$ cat src/rtl/cache_pkg.sv
// Shared types and helpers for the cache miss sequencer.
package cache_pkg;

  // Miss service states, in the order a dirty miss walks through them.
  typedef enum logic [2:0] {
    IDLE       = 3'd0,
    WB_REQ     = 3'd1,
    WB_WAIT    = 3'd2,
    FETCH_REQ  = 3'd3,
    FETCH_WAIT = 3'd4,
    FILL       = 3'd5
  } missSeqState_t;

  // Memory request type as driven on memReqWrite.
  localparam logic REQ_FETCH = 1'b0;
  localparam logic REQ_WRITE = 1'b1;

  // Number of byte-offset bits inside one cache block.
  function automatic int block_offset_bits(input int block_size);
    return $clog2(block_size);
  endfunction

endpackage

$ cat src/rtl/miss_sequencer_if.sv
// Miss, memory-request and fill channels between the cache controller,
// the miss sequencer and main memory.
interface miss_sequencer_if #(
  parameter int ADDRESS_WIDTH = 32,
  parameter int BLOCK_SIZE    = 32
);
  localparam int DATA_WIDTH = 8 * BLOCK_SIZE;

  logic                     missValid;
  logic                     missReady;
  logic [ADDRESS_WIDTH-1:0] missAddress;
  logic                     victimDirty;
  logic [ADDRESS_WIDTH-1:0] victimAddress;
  logic [DATA_WIDTH-1:0]    victimData;

  logic                     memReqValid;
  logic                     memReqReady;
  logic                     memReqWrite;
  logic [ADDRESS_WIDTH-1:0] memReqAddress;
  logic [DATA_WIDTH-1:0]    memWriteData;
  logic                     memRespValid;
  logic [DATA_WIDTH-1:0]    memRespData;

  logic                     fillValid;
  logic [ADDRESS_WIDTH-1:0] fillAddress;
  logic [DATA_WIDTH-1:0]    fillData;
  logic                     timeoutError;
  logic                     busy;

  // Sequencer side: serves misses, masters the memory channel.
  modport slave (
    input  missValid, missAddress, victimDirty, victimAddress, victimData,
    input  memReqReady, memRespValid, memRespData,
    output missReady, memReqValid, memReqWrite, memReqAddress, memWriteData,
    output fillValid, fillAddress, fillData, timeoutError, busy
  );

  // Environment side: cache controller plus main memory.
  modport master (
    output missValid, missAddress, victimDirty, victimAddress, victimData,
    output memReqReady, memRespValid, memRespData,
    input  missReady, memReqValid, memReqWrite, memReqAddress, memWriteData,
    input  fillValid, fillAddress, fillData, timeoutError, busy
  );

endinterface

$ cat src/rtl/miss_sequencer.sv
// Services one cache miss at a time: optional victim write-back, block
// fetch, then a single-cycle fill back to the controller. All outputs are
// decodes of registered state.
//
// state      | meaning
// IDLE       | ready for a miss (held off for the cycle of a timeout pulse)
// WB_REQ     | write-back request of the dirty victim on the memory channel
// WB_WAIT    | waiting for the write-back acknowledge
// FETCH_REQ  | fetch request for the missing block
// FETCH_WAIT | waiting for fetched data
// FILL       | one-cycle fill pulse to the controller
module miss_sequencer
  import cache_pkg::*;
#(
  parameter int ADDRESS_WIDTH  = 32,
  parameter int BLOCK_SIZE     = 32,
  parameter int COUNTER_WIDTH  = 8,
  parameter int TIMEOUT_CYCLES = 255
) (
  input logic            clk,
  input logic            reset_n,
  miss_sequencer_if.slave bus
);

  localparam int DATA_WIDTH        = 8 * BLOCK_SIZE;
  localparam int BLOCK_OFFSET_BITS = block_offset_bits(BLOCK_SIZE);
  localparam logic [ADDRESS_WIDTH-1:0] BLOCK_MASK =
    ~((ADDRESS_WIDTH'(1) << BLOCK_OFFSET_BITS) - ADDRESS_WIDTH'(1));
  // The abort is decided on the last wait cycle so that the error pulse
  // coincides with the counter reaching TIMEOUT_CYCLES.
  localparam logic [COUNTER_WIDTH-1:0] CNT_LIMIT = COUNTER_WIDTH'(TIMEOUT_CYCLES - 1);
  localparam logic [COUNTER_WIDTH-1:0] CNT_MAX   = '1;

  missSeqState_t            state_q, state_d;
  logic [COUNTER_WIDTH-1:0] cnt_q, cnt_d, cnt_inc;
  logic                     timeout_q, timeout_d;
  logic [ADDRESS_WIDTH-1:0] miss_addr_q, miss_addr_d;
  logic                     victim_dirty_q, victim_dirty_d;
  logic [ADDRESS_WIDTH-1:0] victim_addr_q, victim_addr_d;
  logic [DATA_WIDTH-1:0]    victim_data_q, victim_data_d;
  logic [DATA_WIDTH-1:0]    fill_data_q, fill_data_d;
  logic                     miss_ready;

  assign miss_ready = (state_q == IDLE) && !timeout_q;
  assign cnt_inc    = (cnt_q == CNT_MAX) ? cnt_q : cnt_q + COUNTER_WIDTH'(1);

  // Next-state, wait counter and captured miss context.
  always_comb begin
    state_d        = state_q;
    cnt_d          = cnt_q;
    timeout_d      = 1'b0;
    miss_addr_d    = miss_addr_q;
    victim_dirty_d = victim_dirty_q;
    victim_addr_d  = victim_addr_q;
    victim_data_d  = victim_data_q;
    fill_data_d    = fill_data_q;
    case (state_q)
      IDLE: begin
        if (bus.missValid && miss_ready) begin
          miss_addr_d    = bus.missAddress & BLOCK_MASK;
          victim_dirty_d = bus.victimDirty;
          victim_addr_d  = bus.victimAddress & BLOCK_MASK;
          victim_data_d  = bus.victimData;
          state_d        = bus.victimDirty ? WB_REQ : FETCH_REQ;
        end
      end
      WB_REQ: begin
        if (bus.memReqReady) begin
          state_d = WB_WAIT;
          cnt_d   = '0;
        end
      end
      WB_WAIT: begin
        if (bus.memRespValid) begin
          state_d = FETCH_REQ;
        end else begin
          cnt_d = cnt_inc;
          if (cnt_q == CNT_LIMIT) begin
            state_d   = IDLE;
            timeout_d = 1'b1;
          end
        end
      end
      FETCH_REQ: begin
        if (bus.memReqReady) begin
          state_d = FETCH_WAIT;
          cnt_d   = '0;
        end
      end
      FETCH_WAIT: begin
        if (bus.memRespValid) begin
          fill_data_d = bus.memRespData;
          state_d     = FILL;
        end else begin
          cnt_d = cnt_inc;
          if (cnt_q == CNT_LIMIT) begin
            state_d   = IDLE;
            timeout_d = 1'b1;
          end
        end
      end
      FILL:    state_d = IDLE;
      default: state_d = IDLE;
    endcase
  end

  // State and datapath registers; reset clears everything mid-transfer too.
  always_ff @(posedge clk or negedge reset_n) begin
    if (!reset_n) begin
      state_q        <= IDLE;
      cnt_q          <= '0;
      timeout_q      <= 1'b0;
      miss_addr_q    <= '0;
      victim_dirty_q <= 1'b0;
      victim_addr_q  <= '0;
      victim_data_q  <= '0;
      fill_data_q    <= '0;
    end else begin
      state_q        <= state_d;
      cnt_q          <= cnt_d;
      timeout_q      <= timeout_d;
      miss_addr_q    <= miss_addr_d;
      victim_dirty_q <= victim_dirty_d;
      victim_addr_q  <= victim_addr_d;
      victim_data_q  <= victim_data_d;
      fill_data_q    <= fill_data_d;
    end
  end

  assign bus.missReady     = miss_ready;
  assign bus.busy          = (state_q != IDLE);
  assign bus.memReqValid   = (state_q == WB_REQ) || (state_q == FETCH_REQ);
  assign bus.memReqWrite   = ((state_q == WB_REQ) && victim_dirty_q) ? REQ_WRITE : REQ_FETCH;
  assign bus.memReqAddress = (state_q == WB_REQ) ? victim_addr_q : miss_addr_q;
  assign bus.memWriteData  = victim_data_q;
  assign bus.fillValid     = (state_q == FILL);
  assign bus.fillAddress   = miss_addr_q;
  assign bus.fillData      = fill_data_q;
  assign bus.timeoutError  = timeout_q;

endmodule

$ cat src/flat_wrapper.sv
// flat-port wrapper written by rule: the top's interface ports become plain ports
module miss_sequencer_flat import cache_pkg::*;
#(
  parameter int ADDRESS_WIDTH  = 32,
  parameter int BLOCK_SIZE     = 32,
  parameter int COUNTER_WIDTH  = 8,
  parameter int TIMEOUT_CYCLES = 255
)
  (clk, reset_n, bus_missValid, bus_missAddress, bus_victimDirty, bus_victimAddress, bus_victimData, bus_memReqReady, bus_memRespValid, bus_memRespData, bus_missReady, bus_memReqValid, bus_memReqWrite, bus_memReqAddress, bus_memWriteData, bus_fillValid, bus_fillAddress, bus_fillData, bus_timeoutError, bus_busy);
  miss_sequencer_if #(.ADDRESS_WIDTH(ADDRESS_WIDTH), .BLOCK_SIZE(BLOCK_SIZE)) bus_i ();
  input logic clk;
  input logic reset_n;
  input wire logic [$bits(bus_i.missValid)-1:0] bus_missValid;
  input wire logic [$bits(bus_i.missAddress)-1:0] bus_missAddress;
  input wire logic [$bits(bus_i.victimDirty)-1:0] bus_victimDirty;
  input wire logic [$bits(bus_i.victimAddress)-1:0] bus_victimAddress;
  input wire logic [$bits(bus_i.victimData)-1:0] bus_victimData;
  input wire logic [$bits(bus_i.memReqReady)-1:0] bus_memReqReady;
  input wire logic [$bits(bus_i.memRespValid)-1:0] bus_memRespValid;
  input wire logic [$bits(bus_i.memRespData)-1:0] bus_memRespData;
  output wire logic [$bits(bus_i.missReady)-1:0] bus_missReady;
  output wire logic [$bits(bus_i.memReqValid)-1:0] bus_memReqValid;
  output wire logic [$bits(bus_i.memReqWrite)-1:0] bus_memReqWrite;
  output wire logic [$bits(bus_i.memReqAddress)-1:0] bus_memReqAddress;
  output wire logic [$bits(bus_i.memWriteData)-1:0] bus_memWriteData;
  output wire logic [$bits(bus_i.fillValid)-1:0] bus_fillValid;
  output wire logic [$bits(bus_i.fillAddress)-1:0] bus_fillAddress;
  output wire logic [$bits(bus_i.fillData)-1:0] bus_fillData;
  output wire logic [$bits(bus_i.timeoutError)-1:0] bus_timeoutError;
  output wire logic [$bits(bus_i.busy)-1:0] bus_busy;
  assign bus_i.missValid = bus_missValid;
  assign bus_i.missAddress = bus_missAddress;
  assign bus_i.victimDirty = bus_victimDirty;
  assign bus_i.victimAddress = bus_victimAddress;
  assign bus_i.victimData = bus_victimData;
  assign bus_i.memReqReady = bus_memReqReady;
  assign bus_i.memRespValid = bus_memRespValid;
  assign bus_i.memRespData = bus_memRespData;
  assign bus_missReady = bus_i.missReady;
  assign bus_memReqValid = bus_i.memReqValid;
  assign bus_memReqWrite = bus_i.memReqWrite;
  assign bus_memReqAddress = bus_i.memReqAddress;
  assign bus_memWriteData = bus_i.memWriteData;
  assign bus_fillValid = bus_i.fillValid;
  assign bus_fillAddress = bus_i.fillAddress;
  assign bus_fillData = bus_i.fillData;
  assign bus_timeoutError = bus_i.timeoutError;
  assign bus_busy = bus_i.busy;
  miss_sequencer #(.ADDRESS_WIDTH(ADDRESS_WIDTH), .BLOCK_SIZE(BLOCK_SIZE), .COUNTER_WIDTH(COUNTER_WIDTH), .TIMEOUT_CYCLES(TIMEOUT_CYCLES)) u_core (.clk(clk), .reset_n(reset_n), .bus(bus_i));
endmodule
$ cat config.mk
export PLATFORM = sky130hd
export DESIGN_NAME = miss_sequencer_flat
export DESIGN_NICKNAME = d
export VERILOG_FILES = /design/src/rtl/cache_pkg.sv /design/src/rtl/miss_sequencer_if.sv /design/src/rtl/miss_sequencer.sv /design/src/flat_wrapper.sv
export SDC_FILE = /design/constraint.sdc
export NUM_CORES = 1
export LEC_CHECK = 0
export ABC_AREA = 1
export BUFFER_PORTS_ARGS = -buffer_cell sky130_fd_sc_hd__buf_2
export CORE_AREA = 10 10 439 441
export CTS_CLUSTER_SIZE = 25
export DETAILED_ROUTE_END_ITERATION = 10
export DIE_AREA = 0 0 449 451
export SYNTH_ARGS = -nofsm -noshare
export SYNTH_HDL_FRONTEND = slang
export SYNTH_SLANG_ARGS = --single-unit
$ cat constraint.sdc
create_clock -name clk -period 1.89 [get_ports clk]
set_input_delay 0.4725 -clock clk [delete_from_list [all_inputs] [get_ports clk]]
set_output_delay 0.4725 -clock clk [all_outputs]
set_load 0.02 [all_outputs]
==> results.yml <==
setup_path:
  slowest_delay_ps: 390
  worstPathArrival_ps: 1930
  worst-path-max-fanout: 6
  reg2reg_depth: 12
  required_ps: 1420
  cp_num_cells: 8
  endpoint_kind: "output pin"
  critical_path_buf_inv_count: 4
  crit_family: "buffers and inverters"
  cpMaxStageDelayCell: "dfrtp_1"
  start_kind: "flip-flop"
  crit_type: "reg2out"
  path_cells: "inv_2 -> nand2_4 -> nor2_4 -> buf_6 -> buf_12 -> nand2_2 -> nand2_2 -> buf_6"
timing:
  hold_viol: 0
  layout_min_cycle_time_ps: 2410
  fin_ws_ps: -516
  slew_headroom: 0.640
  setup_tns_ps: -26760
  period_share: 1.27
  tightest_slew_ps: 539
  setup_violations: 338
  fmax_ghz: 0.416
  maxSlewViolCount: 0
  rsz0062_at_grt: "yes"
  finClkSkew_ps: 44.2
placement:
  gp_congestion: 0.958
  io_buffers: 1143
  dp_hpwl_mm: 135
status:
  violations: "setup timing"
  outcome: "finished with violations"
route:
  wl_mm: 170
  vias: 26900
  drt-initial-drc-count: 2840
  wl_per_cell_um: 24.9
  avgViaCountPerCell: 3.93
  drt.antenna.violating_nets: 0
  drc: 0
  dr.pass1.iters: 7
finish:
  drive_above_1_share: 0.365
  post-route-util: 0.221
  synthToLayoutAreaGrowth_pct: 74.0
  nNetsFinal: 4860
  fillers: 20300
yosys:
  synth_compound_area_frac: 0.0575
  yosys_warnings: 0
  synth_fa_ha_area_frac: 0.00107
  synth_top_family_by_area: "simple AND/OR/NAND/NOR gates"
  avgSynthCellArea_um2: 8.75
  ys_seq_area_frac: 0.619
  synth_cells: 2678
  yosys.cell_types.count: 23
  muxShareOfSynthArea: 0
  synth-seq-cells: 579
  synthXorXnorAreaFrac: 0.00112
  syn_area_mm2: 0.0234
  synth-simple-area-share: 0.276
clocking:
  cts.clk_slew.worst_paths_ps: 60
  cts_root_buf: "clkbuf_16"
  worstSkewPairLatency_ps: 690
  cts_buffers: 74
  cts_tree: "built"
  clkSinkCount: 579
  cts_buffer_depth: 3
  cts.htree.levels: 3
floorplanning:
  ios: 1164
  die_w_um: 449
  die_h_um: 451
  die-area_mm2: 0.202
  core.rowCount: 158
  initial_utilization: 0.127
  coreArea_mm2: 0.184
global_route:
  antenna_found_initial: 76
  grt_usage: 0.154
  grt_pass1_vias: 26300
  overflow: 0
  grt_max_degree: 101
  grt_pass1_wl_mm: 222
pwr:
  p_sw_frac: 0.465
  clock_power_share: 0.206
  switchingPower_w: 0.0335
  power_frac_seq: 0.309
  p_leak_nw: 21.1
  cellInternalPower_w: 0.0385
  power_frac_comb: 0.485
  p_per_area_mw_per_mm2: 1770
  ir_worst_vdd_v: 0.000779
hold_path:
  hold_depth: 3
  hold_class: "in2reg"
job:
  drv_cap: 0
path summary, 6_finish.rpt:
kind | start | slack [ps] | to
worst max-delay path | u_core.state_q[2]$_DFFE_PN0P_ | -520 | bus_memReqAddress[17]
worst min-delay path | bus_victimData[205] | 80 | u_core.bus.memWriteData[205]$_DFFE_PN0P_
worst max register to register | u_core.state_q[0]$_DFFE_PN0P_ | -110 | u_core.bus.memWriteData[154]$_DFFE_PN0P_
worst min register to register | u_core.bus.memWriteData[229]$_DFFE_PN0P_ | 460 | u_core.bus.memWriteData[229]$_DFFE_PN0P_
max in group asynchronous | reset_n | 690 | u_core.bus.memWriteData[83]$_DFFE_PN0P_
min in group asynchronous | reset_n | 260 | u_core.bus.fillData[51]$_DFFE_PN0P_
cell usage after synthesis:
master,n,area [µm²]
buf_6,2,22.5
buf_4,36,270
nand2_2,4,25.0
inv_2,2,7.51
nand3_2,1,10.0
nor2_4,3,33.8
xor2_1,1,8.76
a21oi_1,6,30.0
nand2_1,1252,4700
inv_1,14,52.6
conb_1,1,3.75
o21ai_0,260,1300
nand3_1,321,1610
buf_1,1,3.75
buf_2,71,355
nor2_1,25,93.8
a21boi_0,1,7.51
dfrtp_1,579,14500
ha_1,2,25.0
o21bai_1,1,7.51
clkbuf_1,92,345
clkinv_1,1,3.75
xnor2_1,2,17.5
power by group through the flow:
stage | sequential, W | combinational [W] | clock [W]
CTS | 0.0220 | 0.0332 | 0.0152
global route | 0.0228 | 0.0372 | 0.0157
global placement | 0.0219 | 0.0311 | 0
finish | 0.0223 | 0.0350 | 0.0148
floorplan | 0.0281 | 0.00921 | 0
detailed placement | 0.0220 | 0.0314 | 0
per-stage QoR:
step	cells	instance area, µm²	setup WS [ps]	hold slack (ps)	total power [W]
after floorplan	2687	23500	72.2	177	0.0373
after global placement	6254	32900	11.3	351	0.0530
after detailed placement	6254	32900	7.51	352	0.0535
after CTS	6763	39500	-570	0.255	0.0704
after global routing	6824	40700	-624	25.2	0.0757
final	6832	40700	-516	75.1	0.0721
registers in the layout, summed over array words and instances, names as in the netlist:
name	flops
u_core.victim_addr_q	27
u_core.victim_dirty_q	1
u_core.bus.fillData	256
u_core.bus.fillAddress	27
u_core.bus.timeoutError	1
u_core.bus.memWriteData	256
u_core.state_q	3
u_core.cnt_q	8
logic make-up (layout without fill, tap and decap cells):
family / after synthesis / after routing
AOI/OAI and AO/OA: 268 / 268
xor gates and xnor gates: 3 / 3
adders and majority gates: 2 / 2
buffers and inverters: 219 / 1862
and+or+nand+nor: 1606 / 1607
DFF: 579 / 579
other: 1 / 31
layout by cell type, fill, tap and decap left out, drive strengths merged, types with 4 or more instances in the layout:
cell type / n
conb: 10
inv: 22
clkinv: 16
nand3: 322
dlygate4sd3: 374
clkinvlp: 4
nand2: 1257
diode: 21
o21ai: 260
bufinv: 5
dfrtp: 579
clkbuf: 116
nor2: 28
a21oi: 6
buf: 1325
tightest hold or removal path, cell delays in order:
cell and delay (ps):
buf_2 80, nand3_1 70, nand2_1 70
cell type report:
class / instances / area (µm²) / share of cell area
antenna: 21 / 52.6 / 0.00129
tap: 2480 / 3100 / 0.0762
timing repair buffer: 1713 / 12200 / 0.300
clock buffer: 102 / 2170 / 0.0533
clock inverter: 29 / 335 / 0.00823
multi-input combinational: 1890 / 8240 / 0.202
timing repair inverter: 1 / 5.00 / 0.000123
sequential: 579 / 14500 / 0.356
inverter: 17 / 77.6 / 0.00190
what timing repair did:
item	4_1_cts	5_1_grt
setup endpoints to repair	115	274
hold buffers	374	0
hold endpoints to repair	539	0
pin swaps	11	20
cloned	0	25
resized for setup	135	159
buffers inserted	4	23
layer usage:
layer / track usage / share of wire / up-vias
met5: 0 / 0.0016 / -
met4: 0.0574 / 0.041 / 44
met3: 0.0390 / 0.077 / 317
met2: 0.260 / 0.48 / 1456
met1: 0.188 / 0.40 / 13300
li1: - / - / 11800
No activity file was read; power rests on OpenSTA's default activity.
